<file path="src/rtl/hazard_ctrl_pkg.sv">
// Shared constants for the hazard controller: forward selects and result sources.
// HAZARD_PERF_EN (optional) adds load-use stall and flush event counters.
package hazard_ctrl_pkg;

    localparam logic [1:0] FWD_REG = 2'b00;
    localparam logic [1:0] FWD_MEM = 2'b01;
    localparam logic [1:0] FWD_WB  = 2'b10;

    localparam logic [1:0] RES_ALU  = 2'b00;
    localparam logic [1:0] RES_LOAD = 2'b01;
    localparam logic [1:0] RES_PC   = 2'b10;

endpackage

</file>
<file path="src/rtl/hazard_ctrl_if.sv">
// Decode/exec-side request signals and hazard control responses.
// Counter signals exist only when HAZARD_PERF_EN is defined.
interface hazard_ctrl_if #(
    parameter int REG_AW = 5
`ifdef HAZARD_PERF_EN
    , parameter int CNT_W = 32
`endif
);
    logic              id_valid;
    logic [REG_AW-1:0] id_rs1_addr;
    logic [REG_AW-1:0] id_rs2_addr;
    logic [REG_AW-1:0] id_rd_addr;
    logic              id_rd_we;
    logic [1:0]        id_res_src;
    logic              pc_src;
    logic              mem_busy;
    logic [1:0]        forward_rs1;
    logic [1:0]        forward_rs2;
    logic              stall_if;
    logic              stall_id;
    logic              flush_id;
    logic              flush_ex;
    logic              freeze;
`ifdef HAZARD_PERF_EN
    logic [CNT_W-1:0]  stall_cnt;
    logic [CNT_W-1:0]  flush_cnt;
`endif

    modport master (
        output id_valid, id_rs1_addr, id_rs2_addr, id_rd_addr,
        output id_rd_we, id_res_src, pc_src, mem_busy,
`ifdef HAZARD_PERF_EN
        input  stall_cnt, flush_cnt,
`endif
        input  forward_rs1, forward_rs2, stall_if, stall_id,
        input  flush_id, flush_ex, freeze
    );

    modport slave (
        input  id_valid, id_rs1_addr, id_rs2_addr, id_rd_addr,
        input  id_rd_we, id_res_src, pc_src, mem_busy,
`ifdef HAZARD_PERF_EN
        output stall_cnt, flush_cnt,
`endif
        output forward_rs1, forward_rs2, stall_if, stall_id,
        output flush_id, flush_ex, freeze
    );

endinterface

</file>
<file path="src/rtl/hazard_fwd_sel.sv">
// Operand forward select for one EX source register; MEM beats WB, x0 never forwards.
module hazard_fwd_sel
    import hazard_ctrl_pkg::*;
#(
    parameter int REG_AW = 5
) (
    input  logic [REG_AW-1:0] i_rs,
    input  logic              i_vld_mem,
    input  logic              i_we_mem,
    input  logic [REG_AW-1:0] i_rd_mem,
    input  logic [1:0]        i_res_mem,
    input  logic              i_vld_wb,
    input  logic              i_we_wb,
    input  logic [REG_AW-1:0] i_rd_wb,
    output logic [1:0]        o_sel
);

    logic w_nz;
    logic w_hit_mem;
    logic w_hit_wb;

    // A load still in MEM has no data yet, so it can only forward from WB.
    assign w_nz      = (i_rs != '0);
    assign w_hit_mem = w_nz & i_vld_mem & i_we_mem & (i_rd_mem == i_rs)
                     & (i_res_mem != RES_LOAD);
    assign w_hit_wb  = w_nz & i_vld_wb & i_we_wb & (i_rd_wb == i_rs);

    always_comb begin
        o_sel = FWD_REG;
        if (w_hit_mem)
            o_sel = FWD_MEM;
        else if (w_hit_wb)
            o_sel = FWD_WB;
    end

endmodule

</file>
<file path="src/rtl/hazard_ctrl.sv">
// 5-stage pipeline hazard controller: forwarding, load-use stall, flush, freeze.
// HAZARD_PERF_EN adds stall_cnt/flush_cnt event counters.
module hazard_ctrl
    import hazard_ctrl_pkg::*;
#(
    parameter int REG_AW = 5
`ifdef HAZARD_PERF_EN
    , parameter int CNT_W = 32
`endif
) (
    input  logic         clk,
    input  logic         rst,
    hazard_ctrl_if.slave hz
);

    logic              r_ex_vld, r_ex_we;
    logic [REG_AW-1:0] r_ex_rd, r_ex_rs1, r_ex_rs2;
    logic [1:0]        r_ex_res;
    logic              r_mem_vld, r_mem_we;
    logic [REG_AW-1:0] r_mem_rd;
    logic [1:0]        r_mem_res;
    logic              r_wb_vld, r_wb_we;
    logic [REG_AW-1:0] r_wb_rd;

    logic       w_load_use;
    logic       w_stall;
    logic       w_flush_id;
    logic       w_flush_ex;
    logic       w_adv_id;
    logic [1:0] w_fwd1;
    logic [1:0] w_fwd2;

    hazard_fwd_sel #(.REG_AW(REG_AW)) u_fwd1 (
        .i_rs(r_ex_rs1), .i_vld_mem(r_mem_vld), .i_we_mem(r_mem_we),
        .i_rd_mem(r_mem_rd), .i_res_mem(r_mem_res), .i_vld_wb(r_wb_vld),
        .i_we_wb(r_wb_we), .i_rd_wb(r_wb_rd), .o_sel(w_fwd1)
    );

    hazard_fwd_sel #(.REG_AW(REG_AW)) u_fwd2 (
        .i_rs(r_ex_rs2), .i_vld_mem(r_mem_vld), .i_we_mem(r_mem_we),
        .i_rd_mem(r_mem_rd), .i_res_mem(r_mem_res), .i_vld_wb(r_wb_vld),
        .i_we_wb(r_wb_we), .i_rd_wb(r_wb_rd), .o_sel(w_fwd2)
    );

    assign w_load_use = r_ex_vld & r_ex_we & (r_ex_res == RES_LOAD)
                      & (r_ex_rd != '0) & hz.id_valid
                      & ((r_ex_rd == hz.id_rs1_addr)
                       | (r_ex_rd == hz.id_rs2_addr));

    // Freeze dominates, then a taken branch, then the load-use bubble.
    always_comb begin
        w_stall    = 1'b0;
        w_flush_id = 1'b0;
        w_flush_ex = 1'b0;
        if (hz.mem_busy) begin
            w_stall = 1'b1;
        end else if (hz.pc_src) begin
            w_flush_id = 1'b1;
            w_flush_ex = 1'b1;
        end else if (w_load_use) begin
            w_stall    = 1'b1;
            w_flush_ex = 1'b1;
        end
    end

    assign w_adv_id = hz.id_valid & ~w_stall & ~w_flush_ex;

    always_ff @(posedge clk or posedge rst) begin
        if (rst) begin
            r_ex_vld  <= 1'b0;
            r_ex_we   <= 1'b0;
            r_ex_rd   <= '0;
            r_ex_rs1  <= '0;
            r_ex_rs2  <= '0;
            r_ex_res  <= '0;
            r_mem_vld <= 1'b0;
            r_mem_we  <= 1'b0;
            r_mem_rd  <= '0;
            r_mem_res <= '0;
            r_wb_vld  <= 1'b0;
            r_wb_we   <= 1'b0;
            r_wb_rd   <= '0;
        end else if (!hz.mem_busy) begin
            r_ex_vld  <= w_adv_id;
            r_ex_we   <= w_adv_id & hz.id_rd_we;
            r_ex_rd   <= w_adv_id ? hz.id_rd_addr  : '0;
            r_ex_rs1  <= w_adv_id ? hz.id_rs1_addr : '0;
            r_ex_rs2  <= w_adv_id ? hz.id_rs2_addr : '0;
            r_ex_res  <= w_adv_id ? hz.id_res_src  : '0;
            r_mem_vld <= r_ex_vld;
            r_mem_we  <= r_ex_we;
            r_mem_rd  <= r_ex_rd;
            r_mem_res <= r_ex_res;
            r_wb_vld  <= r_mem_vld;
            r_wb_we   <= r_mem_we;
            r_wb_rd   <= r_mem_rd;
        end
    end

    assign hz.forward_rs1 = rst ? FWD_REG : w_fwd1;
    assign hz.forward_rs2 = rst ? FWD_REG : w_fwd2;
    assign hz.stall_if    = ~rst & w_stall;
    assign hz.stall_id    = ~rst & w_stall;
    assign hz.flush_id    = ~rst & w_flush_id;
    assign hz.flush_ex    = ~rst & w_flush_ex;
    assign hz.freeze      = ~rst & hz.mem_busy;

`ifdef HAZARD_PERF_EN
    logic [CNT_W-1:0] r_stall_cnt;
    logic [CNT_W-1:0] r_flush_cnt;

    always_ff @(posedge clk or posedge rst) begin
        if (rst) begin
            r_stall_cnt <= '0;
            r_flush_cnt <= '0;
        end else if (!hz.mem_busy) begin
            if (w_load_use & ~hz.pc_src)
                r_stall_cnt <= r_stall_cnt + 1'b1;
            if (hz.pc_src)
                r_flush_cnt <= r_flush_cnt + 1'b1;
        end
    end

    assign hz.stall_cnt = r_stall_cnt;
    assign hz.flush_cnt = r_flush_cnt;
`endif

    // The load-use bubble guarantees a load in MEM never feeds the EX op.
    a_no_mem_load_dep: assert property (@(posedge clk) disable iff (rst)
        !(r_mem_vld & r_mem_we & (r_mem_res == RES_LOAD) & (r_mem_rd != '0)
          & r_ex_vld & ((r_ex_rs1 == r_mem_rd) | (r_ex_rs2 == r_mem_rd))));

endmodule

</file>
<file path="src/flat_wrapper.sv">
// flat-port wrapper written by rule: the top's interface ports become plain ports
module hazard_ctrl_flat import hazard_ctrl_pkg::*;
#(
    parameter int REG_AW = 5

)
  (clk, rst, hz_id_valid, hz_id_rs1_addr, hz_id_rs2_addr, hz_id_rd_addr, hz_id_rd_we, hz_id_res_src, hz_pc_src, hz_mem_busy, hz_forward_rs1, hz_forward_rs2, hz_stall_if, hz_stall_id, hz_flush_id, hz_flush_ex, hz_freeze);
  hazard_ctrl_if #(.REG_AW(REG_AW)) hz_i ();
  input  logic clk;
  input  logic rst;
  input wire logic [$bits(hz_i.id_valid)-1:0] hz_id_valid;
  input wire logic [$bits(hz_i.id_rs1_addr)-1:0] hz_id_rs1_addr;
  input wire logic [$bits(hz_i.id_rs2_addr)-1:0] hz_id_rs2_addr;
  input wire logic [$bits(hz_i.id_rd_addr)-1:0] hz_id_rd_addr;
  input wire logic [$bits(hz_i.id_rd_we)-1:0] hz_id_rd_we;
  input wire logic [$bits(hz_i.id_res_src)-1:0] hz_id_res_src;
  input wire logic [$bits(hz_i.pc_src)-1:0] hz_pc_src;
  input wire logic [$bits(hz_i.mem_busy)-1:0] hz_mem_busy;
  output wire logic [$bits(hz_i.forward_rs1)-1:0] hz_forward_rs1;
  output wire logic [$bits(hz_i.forward_rs2)-1:0] hz_forward_rs2;
  output wire logic [$bits(hz_i.stall_if)-1:0] hz_stall_if;
  output wire logic [$bits(hz_i.stall_id)-1:0] hz_stall_id;
  output wire logic [$bits(hz_i.flush_id)-1:0] hz_flush_id;
  output wire logic [$bits(hz_i.flush_ex)-1:0] hz_flush_ex;
  output wire logic [$bits(hz_i.freeze)-1:0] hz_freeze;
  assign hz_i.id_valid = hz_id_valid;
  assign hz_i.id_rs1_addr = hz_id_rs1_addr;
  assign hz_i.id_rs2_addr = hz_id_rs2_addr;
  assign hz_i.id_rd_addr = hz_id_rd_addr;
  assign hz_i.id_rd_we = hz_id_rd_we;
  assign hz_i.id_res_src = hz_id_res_src;
  assign hz_i.pc_src = hz_pc_src;
  assign hz_i.mem_busy = hz_mem_busy;
  assign hz_forward_rs1 = hz_i.forward_rs1;
  assign hz_forward_rs2 = hz_i.forward_rs2;
  assign hz_stall_if = hz_i.stall_if;
  assign hz_stall_id = hz_i.stall_id;
  assign hz_flush_id = hz_i.flush_id;
  assign hz_flush_ex = hz_i.flush_ex;
  assign hz_freeze = hz_i.freeze;
  hazard_ctrl #(.REG_AW(REG_AW)) u_core (.clk(clk), .rst(rst), .hz(hz_i));
endmodule
</file>
<file path="config.mk">
export PLATFORM = sky130hd
export DESIGN_NAME = hazard_ctrl_flat
export DESIGN_NICKNAME = d
export VERILOG_FILES = /design/src/rtl/hazard_ctrl_pkg.sv /design/src/rtl/hazard_ctrl_if.sv /design/src/rtl/hazard_fwd_sel.sv /design/src/rtl/hazard_ctrl.sv /design/src/flat_wrapper.sv
export SDC_FILE = /design/constraint.sdc
export NUM_CORES = 1
export LEC_CHECK = 0
export CAP_MARGIN = 10
export CORE_ASPECT_RATIO = 1.4
export CORE_UTILIZATION = 50
export CTS_BUF_LIST = sky130_fd_sc_hd__clkbuf_4 sky130_fd_sc_hd__clkbuf_8
export DETAILED_ROUTE_END_ITERATION = 6
export PLACE_DENSITY = 0.79
export SYNTH_ARGS = -nofsm -noshare
export SYNTH_HDL_FRONTEND = slang
export SYNTH_SLANG_ARGS = --single-unit
export TNS_END_PERCENT = 20
</file>
<file path="constraint.sdc">
create_clock -name clk -period 2.5 [get_ports clk]
set_clock_uncertainty 0.2 [all_clocks]
set_input_delay 0.5 -clock clk [delete_from_list [all_inputs] [get_ports clk]]
set_output_delay 0.5 -clock clk [all_outputs]
set_load 0.005 [all_outputs]
</file>
==> out/qor.yml <==
cp-end-kind: "output port"
post_drt_wl_per_cell_um: 19.1
path_common_cell: "buf_6"
antenna_found_initial: 0
start_kind: "flip-flop"
fin_tns_setup_ps: -700
clockBufferDepth: 2
worstPathArrival_ps: 1940
crit_type: "reg2out"
cts_tree: "done"
die_y_um: 76.2
layout.nets: 294
fmax_mhz: 378
hp-class: "in2async"
violations: "negative setup slack"
setup_viol: 8
dp_cells: 294
maxSlewViolCount: 0
setup_ws_ps: -142
powerDensity_nw_per_um2: 596
final_hold_viol_count: 0
max_stage_delay_ps: 560
grt_pass1_wl_um: 9500
worstSetupEndpoint: "hz_forward_rs1[0]"
vias_per_cell: 6.08
rsz0062_at_grt: "yes"
insertion_delay_ps: 290
htreeDepth: 2
vdd_drop_max_uv: 669
drive_above_1_share: 0.426
die_area_um2: 4190
leakagePower_nw: 1.31
fin_area_um2: 2950
dr.pass1.iters: 4
start_util: 0.530
ff2ff_setup_slack_ps: 420
root_buffer: "clkbuf_8"
postSynthNetCount: 209
status: "finished, violations left"
path_clk_slew_ps: 70
required_ps: 1800
synth_seq_area_share: 0.446
netlist_top_cells_area: "dfrtp_1, xnor2_1, mux2_2"
maxCapViolCount: 0
stdcell_count: 314
synth_area_per_cell_um2: 10.6
overflow: 0
synth_top_area_frac: 0.446
cp_slowest_cell: "or4_4"
yosysTopAreaCell: "dfrtp_1"
port-buffer-count: 31
cts_sinks: 35
tightest_slew_ps: 448
reg2reg_depth: 7
grt_pass1_vias: 1908
rr_endpoint: "u_core.r_ex_rs1[4]$_DFFE_PP0N_"
globalplace.congestion: 0.805
ys_seq_elements: 35
drt_iter0_drc: 65
rows: 26
core_um2: 3710
antenna_cells: 0
synthCells: 186
r2r-start: "u_core.r_ex_rd[2]$_DFFE_PP0N_"
post-route-period-util: 1.06
areaGrowthSynthToFinish_pct: 50.3
numCtsBuffers: 5
fin_crit_ps: 2640
ios: 32
yosysUniqueCellTypes: 31
ys_warn_count: 0
die_w_um: 55.0
ant_nets: 0
placedInstanceArea_um2: 2630
dp_hpwl_um: 3860
path_max_fanout: 2
grtUsageTotal: 0.324
startpoint: "u_core.r_ex_rs1[2]$_DFFE_PP0N_"
vias: 1908
drc_errors: 0
hold_buffers: 0
relSlewSlack: 0.702
syn-cell-area_um2: 1970
crit_chain: "buf_6 > xnor2_2 > nand4_1 > or4_4 > buf_6 > nor2_4 > buf_2"
wirelength_um: 5990
grt_start_max_net_pins: 39
kinds of logic (layout without fill, tap and decap cells):
kind of cell           count (synthesis)  count (layout)  synth area share
XOR/XNOR                              30              30             0.134
buffers and inverters                 16             102            0.0465
AO/OA/AOI/OAI                         43              43             0.158
flip-flops                            35              35             0.446
multiplexers                          16              16            0.0917
AND/OR/NAND/NOR                       46              46             0.125
sequential cells by signal (all words and copies together) (netlist names):
register,count
u_core.r_ex_rd,5
u_core.r_ex_res,2
u_core.r_ex_rs1,5
u_core.r_ex_rs2,5
u_core.r_ex_vld,1
u_core.r_ex_we,1
u_core.r_mem_rd,5
u_core.r_mem_res,2
u_core.r_mem_vld,1
u_core.r_mem_we,1
u_core.r_wb_rd,5
u_core.r_wb_vld,1
u_core.r_wb_we,1
Yosys cell counts:
library cell,number
a21o_1,2
nand2_1,22
o21ai_0,18
clkbuf_1,6
nor2_1,4
nor4b_1,2
o211ai_4,1
or4_4,1
inv_1,3
xnor2_1,28
o22ai_1,1
buf_1,1
buf_6,3
a32oi_1,18
nand4_1,4
o211ai_1,1
mux2_2,16
a22oi_1,1
dfrtp_1,35
xor2_1,2
buf_4,2
nand3_1,2
o21ai_1,1
nor3_1,1
and3_1,1
nor3_2,1
buf_2,1
or4_1,4
and2b_1,1
and4b_1,1
nor3b_1,2
worst max-delay path, delay by kind of cell, from the launching register on:
kind	cells	cell delay, ps
AND/OR/NAND/NOR	3	740
XOR/XNOR	1	120
flip-flops	1	400
buffers and inverters	3	390
area by class of cell:
cell class                      instances  area [µm²]
Sequential cell                        35         880
Clock buffer                            6        82.6
Inverter                                3        15.0
Fill cell                             232         754
Tap cell                               42        52.6
Multi-Input combinational cell        135        1120
Timing Repair Buffer                   91         769
Clock inverter                          2        35.0
per-stage QoR:
| step | util | power, mW | hold slack, ps | setup slack [ps] |
|---|---|---|---|---|
| final | 0.797 | 1.76 | 309 | -142 |
| after global routing | 0.797 | 1.82 | 330 | -211 |
| after CTS | 0.788 | 1.73 | 320 | -124 |
| after detailed placement | 0.709 | 1.13 | 303 | -542 |
| after global placement | 0.709 | 1.11 | 283 | -486 |
| after floorplan | - | 0.923 | 250 | 145 |
layer usage:
metal,track usage,up-vias,wire length [µm]
li1,-,858,-
met4,0.140,0,231
met3,0.0579,20,272
met2,0.513,85,3160
met5,0,-,0
met1,0.417,945,2320
how the worst min path moves through the flow:
stage / slack (ps) / cells after the start / endpoint / startpoint
5_1_grt: 330 / 1 / u_core.r_wb_vld$_DFFE_PP0N_ / u_core.r_wb_vld$_DFFE_PP0N_
3_5_place_dp: 300 / 1 / u_core.r_wb_vld$_DFFE_PP0N_ / u_core.r_wb_vld$_DFFE_PP0N_
6_report: 310 / 3 / u_core.r_wb_vld$_DFFE_PP0N_ / rst
4_1_cts: 320 / 1 / u_core.r_wb_vld$_DFFE_PP0N_ / u_core.r_wb_vld$_DFFE_PP0N_
3_3_place_gp: 280 / 1 / u_core.r_wb_we$_DFFE_PP0N_ / u_core.r_wb_we$_DFFE_PP0N_
2_1_floorplan: 250 / 1 / u_core.r_ex_rd[0]$_DFFE_PP0N_ / rst
layout by cell type (no fill, tap or decap):
| cell | Yosys | final |
|---|---|---|
| nor2_4 | 0 | 3 |
| o211ai_4 | 1 | 1 |
| and2b_1 | 1 | 1 |
| buf_4 | 2 | 48 |
| buf_2 | 1 | 7 |
| o22ai_2 | 0 | 1 |
| nor3_2 | 1 | 2 |
| nor3b_2 | 0 | 2 |
| clkdlybuf4s50_1 | 0 | 13 |
| o21ai_1 | 1 | 1 |
| inv_1 | 3 | 2 |
| nor4b_4 | 0 | 2 |
| xnor2_2 | 0 | 4 |
| mux2_2 | 16 | 16 |
| dlygate4sd2_1 | 0 | 10 |
| or4_4 | 1 | 5 |
| o21ai_0 | 18 | 18 |
| dfrtp_1 | 35 | 32 |
| xnor2_1 | 28 | 24 |
| clkbuf_8 | 0 | 6 |
| xor2_1 | 2 | 2 |
| bufinv_16 | 0 | 1 |
| clkinv_2 | 0 | 1 |
| a21o_1 | 2 | 2 |
| buf_6 | 3 | 11 |
| clkinvlp_4 | 0 | 1 |
| dlymetal6s2s_1 | 0 | 1 |
| and3_1 | 1 | 1 |
| dfrtp_2 | 0 | 3 |
| and4b_1 | 1 | 1 |
| o211ai_1 | 1 | 1 |
| nand3_1 | 2 | 2 |
| a32oi_1 | 18 | 18 |
| a22oi_1 | 1 | 1 |
| nand4_1 | 4 | 4 |
| nor2_2 | 0 | 1 |
| buf_12 | 0 | 1 |
| nand2_1 | 22 | 22 |
timing repair:
action,in CTS,in global routing
buffers inserted,12,1
resized for setup,70,5
pin swaps,14,8
setup endpoints to repair,9,8
power by group:
group	switching, mW	internal, mW	total, mW
Combinational	0.221	0.289	0.510
Sequential	0.0751	0.637	0.712
Clock	0.216	0.323	0.539
Power figures use the tool's default switching activity.
